$ cat config.mk
export PLATFORM = sky130hd
export DESIGN_NAME = fb_line_fetch
export DESIGN_NICKNAME = d
export VERILOG_FILES = /design/src/rtl/fb_pkg.sv /design/src/rtl/fb_line_fetch.sv
export SDC_FILE = /design/constraint.sdc
export NUM_CORES = 1
export LEC_CHECK = 0
export ABC_CLOCK_PERIOD_IN_PS = 2800
export CAP_MARGIN = 15
export CORE_MARGIN = 10
export CORE_UTILIZATION = 35
export CTS_CLUSTER_DIAMETER = 50
export DETAILED_ROUTE_END_ITERATION = 8
export GPL_TIMING_DRIVEN = 0
export PLACE_DENSITY = 0.62
export RECOVER_POWER = 50
export SLEW_MARGIN = 20
export SYNTH_ARGS = -nofsm -noshare
export SYNTH_HDL_FRONTEND = slang
export SYNTH_SLANG_ARGS = --single-unit
$ cat constraint.sdc
create_clock -name clk -period 2.8 [get_ports clk]
set_clock_uncertainty 0.15 [all_clocks]
set_input_delay 0.56 -clock clk [delete_from_list [all_inputs] [get_ports clk]]
set_output_delay 0.56 -clock clk [all_outputs]
set_load 0.01 [all_outputs]
$ cat src/rtl/fb_pkg.sv
// Shared types and constants for the framebuffer line fetcher.
// Latency: n/a (package). Backpressure: n/a (package).
// Holds the fetch FSM state enum, LCD geometry and line-buffer address width.
package fb_pkg;

  typedef enum logic [1:0] {
    ST_IDLE = 2'd0,
    ST_REQ  = 2'd1,
    ST_GAP  = 2'd2
  } fetch_state_t;

  localparam int LCD_H_PIX     = 480;
  localparam int LCD_V_LINES   = 272;
  localparam int FB_LINE_WORDS = 240;  // two RGB565 pixels per 32-bit word
  localparam int BUF_AW        = 9;    // bit 8 is the bank select

endpackage

$ cat src/rtl/fb_line_fetch.sv
// Wishbone read initiator: streams one scan line of RGB565 words from SDRAM into the line buffer.
// Latency: cyc/stb one cycle after line_req; buf_we one cycle after each ack; >= 2 cycles per word.
// Backpressure: REQ holds stb and address until wb_ack_i; line_req while busy is dropped and flags overrun.
//
// Ports:
//   clk, resetn            - clock, synchronous active-low reset
//   frame_start, line_req  - single-cycle pulses (already synchronised into clk)
//   wb_cyc_o/stb_o/we_o/adr_o, wb_dat_i, wb_ack_i - Wishbone read initiator
//   buf_we, buf_waddr, buf_wdata - line-buffer write port (buf_waddr[8] = bank)
//   busy, done, overrun, line_cnt - status
//
// Optional feature: define FB_LINE_FETCH_DOUBLE_BUF_EN to toggle the line-buffer
// bank at each completed line (bank cleared at frame start). Without it the bank
// bit is constant 0.
module fb_line_fetch
  import fb_pkg::*;
#(
  parameter int              LINE_WORDS = FB_LINE_WORDS,
  parameter int              LINES      = LCD_V_LINES,
  parameter int              ADDR_W     = 21,
  parameter logic [ADDR_W-1:0] FB_BASE  = '0
) (
  input  logic              clk,
  input  logic              resetn,
  input  logic              frame_start,
  input  logic              line_req,
  output logic              wb_cyc_o,
  output logic              wb_stb_o,
  output logic              wb_we_o,
  output logic [ADDR_W-1:0] wb_adr_o,
  input  logic [31:0]       wb_dat_i,
  input  logic              wb_ack_i,
  output logic              buf_we,
  output logic [BUF_AW-1:0] buf_waddr,
  output logic [31:0]       buf_wdata,
  output logic              busy,
  output logic              done,
  output logic              overrun,
  output logic [8:0]        line_cnt
);

  localparam logic [ADDR_W-1:0] ADR_ONE  = ADDR_W'(1);
  localparam logic [ADDR_W-1:0] LINE_STEP = ADDR_W'(LINE_WORDS);
  localparam logic [7:0]        LAST_IDX = 8'(LINE_WORDS - 1);
  localparam logic [8:0]        LINES_9  = 9'(LINES);

  fetch_state_t      r_state;
  logic              r_cyc;
  logic              r_stb;
  logic [ADDR_W-1:0] r_adr;
  logic              r_buf_we;
  logic [BUF_AW-1:0] r_buf_waddr;
  logic [31:0]       r_buf_wdata;
  logic              r_busy;
  logic              r_done;
  logic              r_overrun;
  logic [8:0]        r_line_cnt;
  logic [ADDR_W-1:0] r_line_base;
  logic [7:0]        r_idx;
  logic              r_pend;       // frame_start seen while busy, applied at line end

  logic              w_last;
  logic              w_reload;
  logic [8:0]        w_cnt_next;
  logic              w_bank_bit;

`ifdef FB_LINE_FETCH_DOUBLE_BUF_EN
  logic              r_bank;
  assign w_bank_bit = r_bank;
`else
  assign w_bank_bit = 1'b0;
`endif

  assign w_last     = (r_idx == LAST_IDX);
  assign w_reload   = r_pend | frame_start;
  assign w_cnt_next = r_line_cnt + 9'd1;

  always_ff @(posedge clk) begin
    if (!resetn) begin
      r_state     <= ST_IDLE;
      r_cyc       <= 1'b0;
      r_stb       <= 1'b0;
      r_adr       <= FB_BASE;
      r_buf_we    <= 1'b0;
      r_buf_waddr <= '0;
      r_buf_wdata <= '0;
      r_busy      <= 1'b0;
      r_done      <= 1'b0;
      r_overrun   <= 1'b0;
      r_line_cnt  <= '0;
      r_line_base <= FB_BASE;
      r_idx       <= '0;
      r_pend      <= 1'b0;
`ifdef FB_LINE_FETCH_DOUBLE_BUF_EN
      r_bank      <= 1'b0;
`endif
    end else begin
      r_buf_we <= 1'b0;
      r_done   <= 1'b0;

      if (line_req && (r_state != ST_IDLE)) r_overrun <= 1'b1;
      if (frame_start && (r_state != ST_IDLE)) r_pend <= 1'b1;

      case (r_state)
        ST_IDLE: begin
          if (frame_start) begin
            r_line_cnt  <= '0;
            r_line_base <= FB_BASE;
`ifdef FB_LINE_FETCH_DOUBLE_BUF_EN
            r_bank      <= 1'b0;
`endif
          end
          if (line_req) begin
            r_state <= ST_REQ;
            r_cyc   <= 1'b1;
            r_stb   <= 1'b1;
            r_busy  <= 1'b1;
            r_idx   <= '0;
            // A coincident frame_start means this fetch is line 0.
            r_adr   <= frame_start ? FB_BASE : r_line_base;
          end
        end

        ST_REQ: begin
          if (wb_ack_i) begin
            r_state     <= ST_GAP;
            r_cyc       <= 1'b0;
            r_stb       <= 1'b0;
            r_buf_we    <= 1'b1;
            r_buf_wdata <= wb_dat_i;
            r_buf_waddr <= {w_bank_bit, r_idx};
            // done lines up with the final buffer write
            r_done      <= w_last;
          end
        end

        ST_GAP: begin
          if (w_last) begin
            r_state <= ST_IDLE;
            r_busy  <= 1'b0;
            r_pend  <= 1'b0;
            // Normal advance first; a pending reload then overrides it.
            if (w_reload || (w_cnt_next == LINES_9)) begin
              r_line_cnt  <= '0;
              r_line_base <= FB_BASE;
            end else begin
              r_line_cnt  <= w_cnt_next;
              r_line_base <= r_line_base + LINE_STEP;
            end
`ifdef FB_LINE_FETCH_DOUBLE_BUF_EN
            r_bank <= w_reload ? 1'b0 : ~r_bank;
`endif
          end else begin
            r_state <= ST_REQ;
            r_cyc   <= 1'b1;
            r_stb   <= 1'b1;
            r_idx   <= r_idx + 8'd1;
            r_adr   <= r_adr + ADR_ONE;
          end
        end

        default: begin
          r_state <= ST_IDLE;
          r_cyc   <= 1'b0;
          r_stb   <= 1'b0;
          r_busy  <= 1'b0;
        end
      endcase
    end
  end

  assign wb_cyc_o  = r_cyc;
  assign wb_stb_o  = r_stb;
  assign wb_we_o   = 1'b0;
  assign wb_adr_o  = r_adr;
  assign buf_we    = r_buf_we;
  assign buf_waddr = r_buf_waddr;
  assign buf_wdata = r_buf_wdata;
  assign busy      = r_busy;
  assign done      = r_done;
  assign overrun   = r_overrun;
  assign line_cnt  = r_line_cnt;

endmodule

==> impl_summary.txt <==
----------------------------------------------------
[Synthesis]
  Async SR Flop Fraction ... 0%
  Post-synthesis mux area share ... 0.438%
  Post-synthesis sequential area ratio ... 44.2%
  Fraction of the mapped netlist area in adder cells ... 1.03%
  Compound-gate portion of the synthesized area ... 22.1%
  Yosys warning count ... 0
  Yosys cell types ... 64
  Post-synthesis share of cell area spent on xor and xnor gates ... 1.81%
  Post-synthesis simple-gate area fraction ... 25.9%
  Post-synthesis instance total ... 616
  Number of enable-type register cells in the synthesized netlist ... 0
  Combinational family with the most area after synthesis ... simple AND/OR/NAND/NOR gates
  Dominant synthesized flop cell ... dfxtp_1
  #FFs+latches synth ... 107
  Mapped Avg Cell Area ... 7.87 um2
  Post-synthesis cell area ... 4850 um2

[Layout]
  Area of the multi-input gates ... 2490 um2
  Storage element area ... 2140 um2
  Synth-to-Final Area Change ... 34.0%
  Commonest cells after routing, fill and taps aside ... 124 x nand2_1, 106 x dfxtp_1, 72 x a21oi_1
  Post-layout nets ... 781
  Number of fill cells in the layout ... 1349
  Share of post-route cells with drive strength above 1 ... 6.18%
  Most common cell after layout, fill and taps aside ... nand2_1
  Non-filler instance count after layout ... 921

[Critical path]
  Delay contributed by the slowest stage of the critical path ... 600 ps
  Maximum fanout encountered on the critical timing path ... 10
  Worst path required time ... 2950 ps
  Critical path endpoint category ... flip-flop
  Critical Path Start Type ... primary input
  Category of the most critical setup path ... in2reg
  Cell at the slowest stage of the critical path ... dlygate4sd3_1
  Worst Path Arrival ... 2750 ps
  Worst setup path startpoint ... resetn
  Crit Reg-Reg Startpoint ... r_idx[0]
  Critical-path cell list ... dlygate4sd3_1, inv_1, or4_1, a21oi_2, o21ai_4, buf_6, nor4_1, a21o_1

[Global routing]
  Wire length of the first global-routing pass ... 24100 um
  Via count of the first global-routing pass ... 4547
  Global-route usage over all layers ... 16.0%
  Initial antenna violation count ... 0
  Remaining Overflow, GRT ... 0
  Maximum number of pins on one net before global-route repair ... 18

[Detailed routing]
  Starting DRT DRC Count ... 373
  Wire length on met3 ... 906 um
  Vias after detailed routing ... 4857
  Remaining number of nets flagged by the antenna check after routing ... 0
  Avg WL per Cell ... 16.7 um
  Routed wl met2 ... 7620 um
  Sum of routed wire segments on met1 ... 6580 um
  Post-detailed-route via-to-cell ratio ... 5.27
  DRC viols ... 0
  Detailed-route wire length ... 15400 um
  First-pass iteration count of the detailed router ... 5
  Max Used Layer ... met4

[Clock tree]
  Count of cells resized by post-cts repair ... 0
  H-Tree Depth ... 3
  Worst-Skew Late Latency ... 350 ps
  Clock tree from TritonCTS ... done
  Inserted Clock Buffers ... 9
  Setup bufs post-CTS ... 0
  Sinks on Clock Net ... 107
  Maximum number of buffers from clock root to sink ... 2
  Clock root cell ... clkbuf_16
  Clock transition at the registers of the reported paths ... 70 ps
  Hold buffer count at cts ... 0

[STA]
  Shortest clock period the worst path allows after layout ... 2600 ps
  Number of failing hold endpoints at the final stage ... 0
  Aggregate negative setup slack ... 0 ps
  Upper clock frequency limit ... 385 MHz
  Final period utilization ... 92.7%
  Slew Limit Headroom ... 53.8%
  Final count of pins violating max slew ... 0
  Unrepaired setup endpoints after global routing ... false
  Least-Margin Pin Slew ... 689 ps
  Setup Viol. Count Final ... 0

[Die]
  DIE WIDTH ... 138 um
  Die Y-Extent ... 138 um
  Floorplan die area ... 19000 um2
  # rows ... 42
  IO Count ... 115
  CORE AREA ... 13400 um2
  Initial Util ... 36.2%

[Pwr]
  Power density normalized to cell area ... 495 nW/um2
  Leakage power figure ... 2.51 nW
  Tot Pwr ... 3.21 mW
  Worst ir drop on vdd ... 0.277 mV

[Min path]
  HP Class ... reg2reg
  Min-Delay Startpoint ... overrun

[Run]
  Number of max-capacitance violations reported ... 0

[Place]
  Weighted congestion at the end of routability-driven global placement ... 0.874
  Half-perimeter wire length after placement ... 11700 um
  Number of input and output port buffers inserted ... 112
  Cell count after placement ... 905

[Outcome]
  Status ... finished, final reports clean

----------------------------------------------------
state kept, by name (all words and copies together) (netlist names):
signal,count
done,1
wb_stb_o,1
buf_wdata,32
wb_adr_o,21
r_idx,8
r_line_base,21
buf_waddr,8
overrun,1
r_pend,1
line_cnt,9
r_state,2
busy,1
buf_we,1
stage by stage:
stage	utilization [%]	hold slack [ps]	setup WS, ps	cell area (um2)
floorplan	-	290	527	4850
global placement	46.2	290	-63.7	6200
detailed placement	46.2	297	-112	6200
CTS	48.5	306	255	6490
global route	48.5	321	38.0	6500
finish	48.5	299	205	6500
cells by family after synthesis:
logic type / Yosys count
AOI/OAI and AO/OA: 169
xor gates and xnor gates: 10
adders and majority gates: 4
buffers and inverters: 51
DFF: 107
muxes: 2
other: 1
and+or+nand+nor: 272
report_power, final:
group	internal (mW)	leakage (nW)	switching (mW)	total, mW
registers	1.56	0.867	0.0257	1.58
logic	0.146	1.50	0.187	0.332
clock network	0.720	0.151	0.580	1.30
total	2.42	2.51	0.793	3.21
final cells by class:
type                    instances  share of cell area, %
diodes                          1                 0.0385
clock buffers                  10                   3.68
inverters                      11                  0.635
repair buffers                112                   17.3
flip-flops and latches        107                   33.0
multi-input cells             459                   38.4
clock inverters                 5                  0.924
well taps                     176                   3.39
plain buffers                  40                   2.71
worst max-delay path: cells and delay by family:
family	cells	cell delay, ps
buf+inv	3	940
simple gates	2	810
compound gates	3	440
cells in the mapped netlist, types with 2 or more instances:
master,n,area (um2)
a21o_1,11,82.6
inv_1,9,33.8
o21bai_2,2,22.5
o221a_2,2,22.5
a211oi_1,4,30.0
buf_2,6,30.0
a21oi_1,72,360
dfxtp_1,107,2140
or4_1,2,15.0
xor2_1,5,43.8
nand3_1,21,105
nand4_1,7,43.8
a22oi_1,2,15.0
clkbuf_1,29,109
o31ai_1,2,15.0
a31oi_1,2,12.5
nor3_1,22,110
a221oi_1,4,35.0
xnor2_1,5,43.8
a211o_1,8,70.1
o21ai_0,36,180
nor2_1,51,191
and3_1,5,31.3
inv_2,2,7.51
or3_1,4,25.0
o22ai_1,4,25.0
buf_4,3,22.5
nor4_1,2,12.5
nand2b_1,6,37.5
and2_1,2,12.5
nand2_1,124,465
nor3b_1,7,52.6
a32oi_1,2,17.5
or2_2,4,25.0
ha_1,4,50.1
nor2b_1,5,31.3
o211a_1,4,40.0
and4_1,3,26.3
worst paths after layout:
path | endpoint | slack, ps | depth (start not counted)
setup / recovery | r_line_base[10] | 200 | 8
setup reg to reg | wb_adr_o[4] | 240 | 8
hold reg to reg | overrun | 300 | 2
hold / removal | overrun | 300 | 2
per-layer routing:
| metal | vias up | GRT usage [%] |
|---|---|---|
| met1 | 2294 | 20.2 |
| met3 | 21 | 3.17 |
| met5 | - | 0 |
| li1 | 2400 | - |
| met2 | 142 | 26.2 |
| met4 | 0 | 6.32 |
Power figures use the tool's default switching activity.
